===== src/rtl/acc_window.sv =====
// Windowed accumulator: sums WINDOW accepted samples (or fewer on flush) and holds the total
// on a valid/ready output. Define ACC_SAT_EN to clamp the sum instead of wrapping it.
module acc_window #(
  parameter int unsigned WIDTH     = 8,
  parameter int unsigned WINDOW    = 4,
  parameter int unsigned OUT_WIDTH = 10,
  localparam int unsigned CntW     = $clog2(WINDOW + 1)
) (
  input  logic                 CLK,
  input  logic                 RESET,
  input  logic                 in_valid,
  output logic                 in_ready,
  input  logic [WIDTH-1:0]     in_data,
  input  logic                 flush,
  output logic                 out_valid,
  input  logic                 out_ready,
  output logic [OUT_WIDTH-1:0] out_data,
  output logic [CntW-1:0]      out_count,
  output logic                 out_ovf
);

  localparam logic StAccum = 1'b0;
  localparam logic StEmit  = 1'b1;

  localparam logic [CntW-1:0] LastCnt = CntW'(WINDOW - 1);

  logic                 state_q, state_d;
  logic [OUT_WIDTH-1:0] sum_q, sum_d;
  logic [CntW-1:0]      count_q, count_d;
  logic                 ovf_q, ovf_d;

  logic                 accept;
  logic [OUT_WIDTH:0]   sum_ext, data_ext, add_full;

  assign in_ready  = (state_q == StAccum);
  assign out_valid = (state_q == StEmit);
  assign out_data  = sum_q;
  assign out_count = count_q;
  assign out_ovf   = ovf_q;

  assign accept = in_valid && (state_q == StAccum);

  always_comb begin
    sum_ext                   = '0;
    sum_ext[OUT_WIDTH-1:0]    = sum_q;
    data_ext                  = '0;
    data_ext[WIDTH-1:0]       = in_data;
    add_full                  = sum_ext + data_ext;
  end

  always_comb begin
    state_d = state_q;
    sum_d   = sum_q;
    count_d = count_q;
    ovf_d   = ovf_q;
    case (state_q)
      StAccum: begin
        if (accept) begin
          count_d = count_q + CntW'(1);
          sum_d   = add_full[OUT_WIDTH-1:0];
          // Carry out of the top bit means the true sum no longer fits.
          if (add_full[OUT_WIDTH]) begin
            ovf_d = 1'b1;
`ifdef ACC_SAT_EN
            sum_d = '1;
`endif
          end
        end
        if ((accept && (count_q == LastCnt)) || (flush && ((count_q != '0) || accept))) begin
          state_d = StEmit;
        end
      end
      default: begin
        if (out_ready) begin
          state_d = StAccum;
          sum_d   = '0;
          count_d = '0;
          ovf_d   = 1'b0;
        end
      end
    endcase
  end

  always_ff @(posedge CLK) begin
    if (RESET) begin
      state_q <= StAccum;
      sum_q   <= '0;
      count_q <= '0;
      ovf_q   <= 1'b0;
    end else begin
      state_q <= state_d;
      sum_q   <= sum_d;
      count_q <= count_d;
      ovf_q   <= ovf_d;
    end
  end

endmodule


===== config.mk =====
export PLATFORM = sky130hd
export DESIGN_NAME = acc_window
export DESIGN_NICKNAME = d
export VERILOG_FILES = /design/src/rtl/acc_window.sv
export SDC_FILE = /design/constraint.sdc
export NUM_CORES = 1
export LEC_CHECK = 0
export BUFFER_PORTS_ARGS = -buffer_cell sky130_fd_sc_hd__clkbuf_2
export CAP_MARGIN = 20
export CORE_MARGIN = 5
export CORE_UTILIZATION = 45
export DETAILED_ROUTE_END_ITERATION = 8
export PLACE_DENSITY = 0.72
export SLEW_MARGIN = 25
export SYNTH_ARGS = -nofsm -noshare
export SYNTH_HDL_FRONTEND = slang
export SYNTH_SLANG_ARGS = --single-unit
export TNS_END_PERCENT = 100

===== constraint.sdc =====
create_clock -name CLK -period 2.2 [get_ports CLK]
set_input_delay 0.44 -clock CLK [delete_from_list [all_inputs] [get_ports CLK]]
set_output_delay 0.44 -clock CLK [all_outputs]
set_load 0.05 [all_outputs]

# After elaboration in Yosys (flattened, before gate mapping)
# Index checks and enable logic that the tools add are counted.
# totals
register_bits	15
latchBits	0
ramBits	0
rom_bits	0
inputBits	13
output_inout_bits	16
word_cells	32
n_memories	0
# classes
n_addsub	2
multipliers	0
n_div	0
magnitude_cmp	0
eq_ne	2
shift	0
muxes	13
bitwise	1
n_reduce_logical	10
# ops
operator	count
10-bit two-way mux	3
10-bit by 8-bit adder with 11-bit output	1
3-bit two-way mux	3
1-bit two-way mux	7
2-bit nonzero test	2
3-bit by 1-bit adder with 3-bit output, second input constant	1
3-bit by 2-bit == test with 1-bit output, second input constant	1
1-bit logical AND	3
3-bit AND reduction	1
3-bit nonzero test	1
1-bit logical OR	2
2-bit != test, second input constant	1
2-bit AND reduction	1
1-bit inverter	1

# Logic depth before layout (Yosys ltp)
# Gate-level depths: netlist of run 1.
# depth
ltp_word	7
depth_mapped	8
ltp_nobuf	8

# Worst setup path before layout of run 1
# Ideal clock, no wire load.
# synth_path
kind	register to register
startpoint	register sum_q[0] (netlist: out_data[0])
endpoint	register sum_q[8] (netlist: out_data[8])
setup_ns	0.124
arrival_ns	1.912
required_ns	2.076
slack_ns	0.164
path_stages_with_launch	9
n_path_buf	0
synth_period_minus_slack_ns	2.036
path_cell_list	dfxtp_1 ha_1 inv_1 fa_1 nor2b_4 o31ai_4 a21oi_1 o21ai_0 mux2i_1
# synth_between
elab_chain_cells	3
# synth_rtl
item	line	source
start: declaration	28	logic [OUT_WIDTH-1:0] sum_q, sum_d;
start signal: assignment	92	sum_q <= sum_d;
10-bit by 8-bit adder with 11-bit output	48	add_full = sum_ext + data_ext;
10-bit two-way mux	58	if (accept) begin
10-bit two-way mux	56	case (state_q)
# Every way passes these cells. The select of a mux whose other input is x is not followed.
# A chain may end at the register's enable or synchronous reset.

# Worst setup path after layout of run 1
# layout_path
startpoint	register sum_q[0] (netlist: out_data[0])
endpoint	register sum_q[6] (netlist: out_data[6])
# The elaborated chain is that of the path after synthesis.

==> impl_metrics.json, run 1 <==
{
  "clk_path_buf_depth": 2,
  "start_util_pct": 46.3,
  "clk_pin_slew_worst_paths_ns": 0.09,
  "yosysUniqueCellTypes": 35,
  "clkPwrFrac_pct": 21.1,
  "seqPwrFrac_pct": 40.0,
  "slew_headroom_pct": 68.2,
  "critical_path.cell_chain": "ha_1 -> inv_1 -> fa_1 -> nor2b_4 -> o31ai_4 -> a21oi_2 -> or4b_1 -> nand3_1",
  "coreArea_um2": 2170,
  "cp_slowest_cell": "or4b_1",
  "hpwlAfterDp_um": 1710,
  "avgViaCountPerCell": 5.35,
  "ys_ff_latch": 15,
  "start_kind": "flip-flop",
  "chipWidth_um": 57.2,
  "yosysSeqAreaShare_pct": 29.9,
  "wl_met1_um": 1040,
  "io_buffers": 28,
  "postRouteAntennaNets": 0,
  "postCtsHoldBufs": 0,
  "grt_pass1_vias": 931,
  "routabilityCongestion": 0.800,
  "internal-power_uw": 469,
  "area_growth_pct": 18.0,
  "slew_viol_final": 0,
  "endpoint_kind": "flip-flop",
  "syn_nets": 141,
  "clock_latency_ns": 0.29,
  "slowest_delay_ns": 0.47,
  "crit_buf_inv": 1,
  "dr_wl_met3_um": 104,
  "dieArea_um2": 3270,
  "whs_ns": 0.508,
  "cts_resized": 0,
  "cp_top_family": "simple AND/OR/NAND/NOR gates",
  "period_minus_slack_ns": 1.86,
  "rsz0062_at_grt": "false",
  "boundaryPins": 29,
  "die_height_um": 57.2,
  "maxCapViolCount": 0,
  "setup_viol": 0,
  "antenna_found_initial": 0,
  "synth_area_per_cell_um2": 8.65,
  "n_antenna_cell": 0,
  "wirelength_um": 2260,
  "dr.first_iter.drc_count": 14,
  "wl_per_cell_um": 13.0,
  "r2r_slack_ns": 0.34,
  "cts_tree": "yes",
  "vias": 931,
  "syn_inst": 116,
  "cts.htree.levels": 1,
  "p_comb_share_pct": 38.9,
  "drive_gt1_share_pct": 24.7,
  "layout.nets": 172,
  "p_switching_uw": 318,
  "outcome": "complete, no violations",
  "yosysWarnings": 0,
  "fmax_ghz": 0.539,
  "sw_frac_of_total_pct": 40.4,
  "post-cts-setup-buffers": 0,
  "cts_root_buf": "clkbuf_4",
  "wl_met2_um": 1070,
  "synth_area_um2": 1000,
  "highest_layer": "met4",
  "first_pass_iters": 4,
  "rows": 17,
  "hold_viol": 0,
  "critical_path.max_fanout": 3,
  "cts_buffers": 3,
  "grt_max_degree": 19,
  "worst_pin_slew_ns": 0.476,
  "arrival_ns": 2.10,
  "timing.final.crit_share_pct": 84.3,
  "grt_pass1_wl_um": 3860,
  "drcViolationCount": 0,
  "gr-total-overflow": 0,
  "finalSetupTns_ns": 0,
  "power.density_nw_per_um2": 665,
  "critPathKind": "flip-flop to flip-flop",
  "hold_class": "flip-flop to flip-flop",
  "cp.required_ns": 2.44,
  "irDropWorstVdd_mv": 0.369,
  "cts.sinks": 15,
  "skew_ns": 0.00312,
  "grt_usage_pct": 14.9,
  "power.leakage_uw": 0.000572
}
[power by group through the flow]
stage | sequential (uW) | clock [uW] | combinational (uW)
finish | 315 | 166 | 306
CTS | 315 | 173 | 309
global route | 320 | 188 | 335
floorplan | 396 | 0 | 167
detailed placement | 321 | 0 | 306
global placement | 320 | 0 | 302
[worst register-to-register path: stages, from the launching register on]
cell and delay, ns:
dfxtp_1 0.33, ha_1 0.19, inv_1 0.07, fa_1 0.25, nor2b_4 0.07, o31ai_4 0.22
a21oi_2 0.10, or4b_1 0.47, nand3_1 0.09
[synthesized netlist by cell type, drive strengths merged]
library cell	instances	share of area [%]
nor3	2	1.0
o21a	3	2.2
a21oi	8	4.4
a22oi	4	3.0
a2111oi	2	1.7
inv	9	3.4
xor2	2	1.7
o31ai	2	2.9
nor2	16	6.0
mux2i	3	3.0
clkbuf	2	1.7
or2	1	0.62
a31oi	4	2.5
nand3b	3	2.2
or4b	1	1.0
a211o	1	0.87
nand2b	1	0.62
xnor2	1	0.87
nand3	2	1.0
a21o	2	1.5
o2111a	1	1.1
buf	1	1.1
a21boi	1	0.75
nand2	9	3.4
ha	11	14
o21ai	4	2.0
a32oi	1	0.87
nor2b	1	1.4
dfxtp	15	30
nor3b	1	0.75
fa	1	2.0
o211ai	1	0.75
[routing by layer]
layer  vias up  GRT usage [%]
met5         -              0
met4         0           8.28
met3         4           3.62
met2        19           25.4
met1       432           16.9
li1        476              -
[through the flow]
step                      cell area, um2  power [uW]  util, %  instances  setup slack [ns]
final                               1180         787     54.6        174             0.345
after global routing                1180         842     54.6        174             0.221
after CTS                           1180         797     54.6        174             0.323
after detailed placement            1160         627     53.3        170             0.118
after global placement              1160         622     53.3        170             0.194
after floorplan                     1000         562        -        116             0.164
[cell type report]
cell class / count / area, um2
fill: 225 / 986
multi-input combinational: 89 / 641
sequential: 15 / 300
timing repair buffer: 29 / 148
tap: 28 / 35.0
inverter: 9 / 33.8
clock buffer: 4 / 26.3
[layout by cell type, fill, tap and decap left out, types with 4 or more instances in the layout]
master / synthesis / routed
clkbuf_2: 0 / 28
nor2_1: 16 / 16
dfxtp_1: 15 / 15
ha_1: 11 / 11
inv_1: 9 / 9
nand2_1: 9 / 9
a21oi_1: 7 / 7
a22oi_1: 4 / 4
o21ai_0: 4 / 4
a31oi_1: 4 / 4
[state kept, by name, indices dropped and copies added (netlist names)]
signal     count
out_data      10
out_count      3
out_ovf        1
out_valid      1
[final timing paths]
| kind | from | cells after the start | to |
|---|---|---|---|
| max | out_data[0] | 8 | out_data[6] |
| min reg2reg | out_data[7] | 2 | out_data[7] |
| max reg2reg | out_data[0] | 8 | out_data[6] |
| min | out_data[7] | 2 | out_data[7] |
[kinds of logic after synthesis]
logic type               after synthesis  synth area share [%]
adder cells (fa/ha/maj)               12                  15.7
multiplexers                           3                  2.99
flip-flops                            15                  29.9
AND/OR/NAND/NOR                       37                  18.0
buffers and inverters                 12                  6.23
AO/OA/AOI/OAI                         34                  24.6
XOR/XNOR                               3                  2.62
Note: power is estimated with default switching activity, not from simulation.
==> inputs of run 2 (changes only) <==
- PLACE_DENSITY: 0.72 -> 0.75
- clock period: 2.2 -> 1.5 ns (I/O delays scaled with it)
==> impl_metrics.json, run 2 (synthesis results as in run 1) <==
{
  "timing.rr.start": "out_data[0]",
  "hpwlAfterDp_um": 1940,
  "dr.first_iter.drc_count": 31,
  "outcome": "finished, violations left",
  "skew_ns": 0.00292,
  "crit_buf_inv": 1,
  "rows": 17,
  "r2r_slack_ns": -0.24,
  "endpoint_kind": "flip-flop",
  "slowest_delay_ns": 0.47,
  "power.leakage_uw": 0.000683,
  "whs_ns": 0.386,
  "place_inst": 186,
  "hold_path.startpoint": "out_ready",
  "chipWidth_um": 57.2,
  "setup_ws_ns": -0.243,
  "arrival_ns": 1.97,
  "final_util_pct": 69.3,
  "hold_viol": 0,
  "routabilityCongestion": 0.805,
  "critPathKind": "flip-flop to flip-flop",
  "cts_root_buf": "clkbuf_4",
  "irDropWorstVdd_mv": 0.577,
  "cts.htree.levels": 1,
  "grt_pass1_vias": 1037,
  "final_area_um2": 1500,
  "n_antenna_cell": 0,
  "first_pass_iters": 4,
  "clk_pin_slew_worst_paths_ns": 0.09,
  "grt_pass1_wl_um": 4440,
  "coreArea_um2": 2170,
  "worstSetupPathDepth": 8,
  "die_height_um": 57.2,
  "reg2reg_to": "out_data[6]",
  "largest_register_ffs": 10,
  "maxCapViolCount": 0,
  "layout.nets": 192,
  "critical_path.cell_chain": "ha_4 -> inv_2 -> fa_2 -> nor2b_4 -> o31ai_4 -> a21oi_2 -> or4b_1 -> nand3_1",
  "slew_headroom_pct": 68.7,
  "rr_worst_depth": 8,
  "area_growth_pct": 49.9,
  "dieArea_um2": 3270,
  "period_minus_slack_ns": 1.74,
  "start_kind": "flip-flop",
  "min_path_cells": 3,
  "drcViolationCount": 0,
  "min_to": "out_valid",
  "cp_top_family": "simple AND/OR/NAND/NOR gates",
  "critical_path.max_fanout": 2,
  "timing.final.crit_share_pct": 116,
  "avgViaCountPerCell": 5.42,
  "worst_pin_slew_ns": 0.468,
  "postRouteAntennaNets": 0,
  "antenna_found_initial": 0,
  "final_cell_mix": "clkbuf_2, buf_4, nor2_1, nand2_1",
  "grt_usage_pct": 17.0,
  "clock_latency_ns": 0.28,
  "clk_path_buf_depth": 2,
  "drive_gt1_share_pct": 48.2,
  "wirelength_um": 2670,
  "wl_per_cell_um": 13.8,
  "gr-total-overflow": 0,
  "io_buffers": 28,
  "cp.required_ns": 1.73,
  "place_area_um2": 1330,
  "power.density_nw_per_um2": 883,
  "layout.cells.non_filler": 194,
  "fmax_ghz": 0.574,
  "boundaryPins": 29,
  "start_util_pct": 46.3,
  "cts.sinks": 15,
  "setup_viol": 7,
  "layout_commonest_cell": "clkbuf_2",
  "num-fill-cells": 190,
  "cts_tree": "yes",
  "failed_checks": "setup timing",
  "cp-startpoint": "out_data[0]",
  "vias": 1051,
  "grt_max_degree": 13,
  "hold_class": "input pin to flip-flop",
  "slew_viol_final": 0,
  "cts_buffers": 3,
  "cp_slowest_cell": "or4b_1",
  "rsz0062_at_grt": "true",
  "postCtsHoldBufs": 0
}
[run 2: cell count changes in the layout (fill, tap and decap cells not counted), moves of 2 or more]
cell       delta
dfxtp_1       -8
a2111oi_4     +2
buf_6         +2
dfxtp_4       +5
ha_1          -6
ha_4          +5
a2111oi_0     -2
buf_4        +18
inv_1         -2
dfxtp_2       +3
[run 2: tightest hold or removal path: stages]
cell      delay, ns
clkbuf_2       0.09
a21oi_1        0.12
o21a_1         0.13
[run 2: final cells by class]
type / instances / area [um2] / share of cell area [%]
clock inverter: 1 / 5.00 / 0.333
timing repair buffer: 49 / 305 / 20.3
clock buffer: 3 / 22.5 / 1.50
inverter: 9 / 37.5 / 2.50
tap: 28 / 35.0 / 2.33
sequential: 15 / 323 / 21.5
multi-input combinational: 89 / 776 / 51.6
[run 2: timing repair]
action	4_1_cts	5_1_grt
endpoints found under the setup margin	5	8
hold endpoints to repair	0	0
gates resized for setup	15	3
pin swaps	4	3
setup buffers	3	1
[run 2: worst max-delay path by stage]
stage	endpoint
4_1_cts	out_data[6]
5_1_grt	out_ovf
3_5_place_dp	out_data[6]
2_1_floorplan	out_data[6]
3_3_place_gp	out_data[6]
6_report	out_data[6]
[run 2: where the power goes]
group	switching, uW	leakage [uW]	internal (uW)
clock	136	0.0000177	99.0
combinational	359	0.000538	265
sequential	34.1	0.000127	434
total	529	0.000683	798
[run 2: routing by layer]
metal  global-route usage [%]  part of all wire [%]  up-vias
li1                         -                     -      518
met1                     20.8                    41      506
met2                     30.7                    54       25
met3                     2.49                   4.8        2
met4                     4.64                  0.49        0
met5                        0                     0        -
[run 2: metrics by stage]
step | TNS (ns) | setup slack (ns) | total power (uW)
floorplan | -0.998 | -0.266 | 841
global placement | -1.17 | -0.298 | 990
detailed placement | -1.45 | -0.348 | 1000
CTS | -0.859 | -0.231 | 1310
global route | -1.65 | -0.332 | 1400
finish | -1.13 | -0.243 | 1330
==> inputs of run 3 (changes only) <==
- ABC_AREA: unset -> 1
- PLACE_DENSITY: 0.75 -> 0.73
==> impl_metrics.json, run 3 <==
{
  "area_growth_pct": 28.4,
  "syn_inst": 169,
  "hpwlAfterDp_um": 2130,
  "rr_worst_depth": 11,
  "cts_tree": "yes",
  "reg2reg_to": "out_data[8]",
  "start_kind": "flip-flop",
  "wl_met1_um": 1270,
  "setup_ws_ns": -0.0610,
  "power.density_nw_per_um2": 915,
  "endpoint_kind": "flip-flop",
  "slew_viol_final": 0,
  "dieArea_um2": 3580,
  "routabilityCongestion": 0.904,
  "cts_root_buf": "clkbuf_4",
  "place_area_um2": 1350,
  "power.leakage_uw": 0.000741,
  "synth_area_um2": 1120,
  "syn_nets": 194,
  "cts.htree.levels": 1,
  "timing.final.crit_share_pct": 104,
  "wl_per_cell_um": 11.6,
  "cp.required_ns": 1.69,
  "failed_checks": "setup timing",
  "synth_top_area_share_pct": 26.8,
  "yosysWarnings": 0,
  "antenna_found_initial": 0,
  "synth_top_family_by_area": "simple AND/OR/NAND/NOR gates",
  "n_antenna_cell": 0,
  "min_path_cells": 2,
  "final_area_um2": 1440,
  "synthAdderAreaFrac_pct": 14.1,
  "hold_viol": 0,
  "hold_path.startpoint": "RESET",
  "start_util_pct": 46.0,
  "yosysSeqAreaShare_pct": 26.8,
  "layout.nets": 231,
  "largest_register_ffs": 10,
  "clk_pin_slew_worst_paths_ns": 0.10,
  "cts.sinks": 15,
  "min_to": "out_data[7]",
  "r2r_slack_ns": -0.06,
  "dr_wl_met3_um": 155,
  "worst_pin_slew_ns": 0.396,
  "postCtsHoldBufs": 0,
  "clk_path_buf_depth": 2,
  "io_buffers": 28,
  "vias": 1187,
  "yosys.area_share.simple_pct": 36.9,
  "rows": 18,
  "maxCapViolCount": 0,
  "critPathKind": "flip-flop to flip-flop",
  "hold_class": "input pin to flip-flop",
  "gr-total-overflow": 0,
  "outcome": "finished, violations left",
  "avgViaCountPerCell": 5.05,
  "clock_latency_ns": 0.29,
  "wl_met2_um": 1270,
  "final_cell_mix": "nand2_1, clkbuf_2, inv_1, a21oi_1, nand3_1",
  "chipWidth_um": 59.9,
  "yosys-mux-area-fraction_pct": 0,
  "layout_commonest_cell": "nand2_1",
  "async_flop_share_pct": 0,
  "grt_max_degree": 12,
  "postRouteAntennaNets": 0,
  "die_height_um": 59.9,
  "synth-edff-count": 0,
  "synthMostInstantiatedCell": "nand2_1",
  "highest_layer": "met4",
  "timing.rr.start": "out_data[0]",
  "layout.cells.non_filler": 235,
  "dr.first_iter.drc_count": 36,
  "grt_pass1_wl_um": 4550,
  "period_minus_slack_ns": 1.56,
  "drcViolationCount": 0,
  "synth_area_per_cell_um2": 6.62,
  "whs_ns": 0.345,
  "place_inst": 229,
  "synth-compound-area-share_pct": 11.4,
  "critical_path.max_fanout": 3,
  "grt_pass1_vias": 1069,
  "slew_headroom_pct": 73.5,
  "yosysUniqueCellTypes": 25,
  "yosys-top-cells-count": "nand2_1, inv_1, dfxtp_1, a21oi_1, nand3_1",
  "cts_buffers": 3,
  "grt_usage_pct": 16.7,
  "setup_viol": 3,
  "skew_ns": 0.00167,
  "coreArea_um2": 2430,
  "synth_area_leaders": "dfxtp_1, nand2_1, ha_1, inv_1, a21oi_1",
  "arrival_ns": 1.75,
  "ys_ff_latch": 15,
  "yosys_most_used_dff": "dfxtp_1",
  "drive_gt1_share_pct": 39.5,
  "synth_largest_area_cell": "dfxtp_1",
  "first_pass_iters": 4,
  "rsz0062_at_grt": "true",
  "fmax_ghz": 0.641,
  "irDropWorstVdd_mv": 0.589,
  "wirelength_um": 2720,
  "boundaryPins": 29,
  "synthXorXnorAreaFrac_pct": 0
}
[run 3: changes by cell type in the layout (fill, tap and decap cells not counted), sizes merged, moves of 4 or more]
cell   previous run  this run
a22oi             4         0
nand3             2        15
a21oi             8        14
nand2             9        58
inv               8        28
a31oi             4         0
buf              21         6
[run 3: logic make-up after synthesis]
group | count (synthesis)
and+or+nand+nor | 90
buffers and inverters | 30
AOI/OAI and AO/OA | 22
DFF | 15
adders and majority gates | 12
[run 3: per-layer routing]
metal,vias to the layer above,track usage (%)
met5,-,0
met4,0,7.91
met1,546,21.0
met3,4,2.81
li1,602,-
met2,35,27.5
[run 3: area by class of cell]
type	instances	area, um2
clock inverter	1	5.00
inverter	28	105
clock buffer	3	22.5
sequential	15	319
multi-input combinational	124	762
fill	216	996
tap	30	37.5
timing repair buffer	34	185
[run 3: where the power goes]
part | total (uW) | switching, uW | internal, uW
Clock | 246 | 147 | 99.2
Combinational | 595 | 401 | 194
Sequential | 473 | 34.5 | 439
[run 3: how the worst max path moves through the flow]
stage | startpoint | endpoint | slack, ns
global placement | in_data[0] | out_data[8] | -0.08
CTS | out_data[0] | out_data[8] | -0.04
floorplan | out_data[0] | out_data[8] | -0.12
detailed placement | in_data[0] | out_data[8] | -0.11
global route | out_data[0] | out_data[8] | -0.14
finish | out_data[0] | out_data[8] | -0.06
[run 3: stage by stage]
step	total power (uW)	util (%)	setup TNS, ns	setup WS (ns)
floorplan	910	-	-0.247	-0.115
global route	1410	59.1	-0.455	-0.143
global placement	1030	55.3	-0.193	-0.0771
finish	1310	59.1	-0.116	-0.0610
CTS	1300	57.5	-0.0510	-0.0423
detailed placement	1040	55.3	-0.389	-0.114
[run 3: timing repair]
action                                  4_1_cts  5_1_grt
gates resized for setup                       2       11
endpoints found under the hold margin         0        0
pin swaps                                     2        3
endpoints found under the setup margin        4        8
buffers inserted                              2        0
[run 3: critical path, stage by stage (launching register included)]
cell and delay [ns]:
dfxtp_4 0.37, ha_4 0.14, inv_2 0.03, fa_2 0.35
nor2_4 0.12, nand2_2 0.06, nand2_2 0.07, nand2_2 0.06
nand2_4 0.09, nand3_2 0.06, nand2_1 0.07, nor2_1 0.04
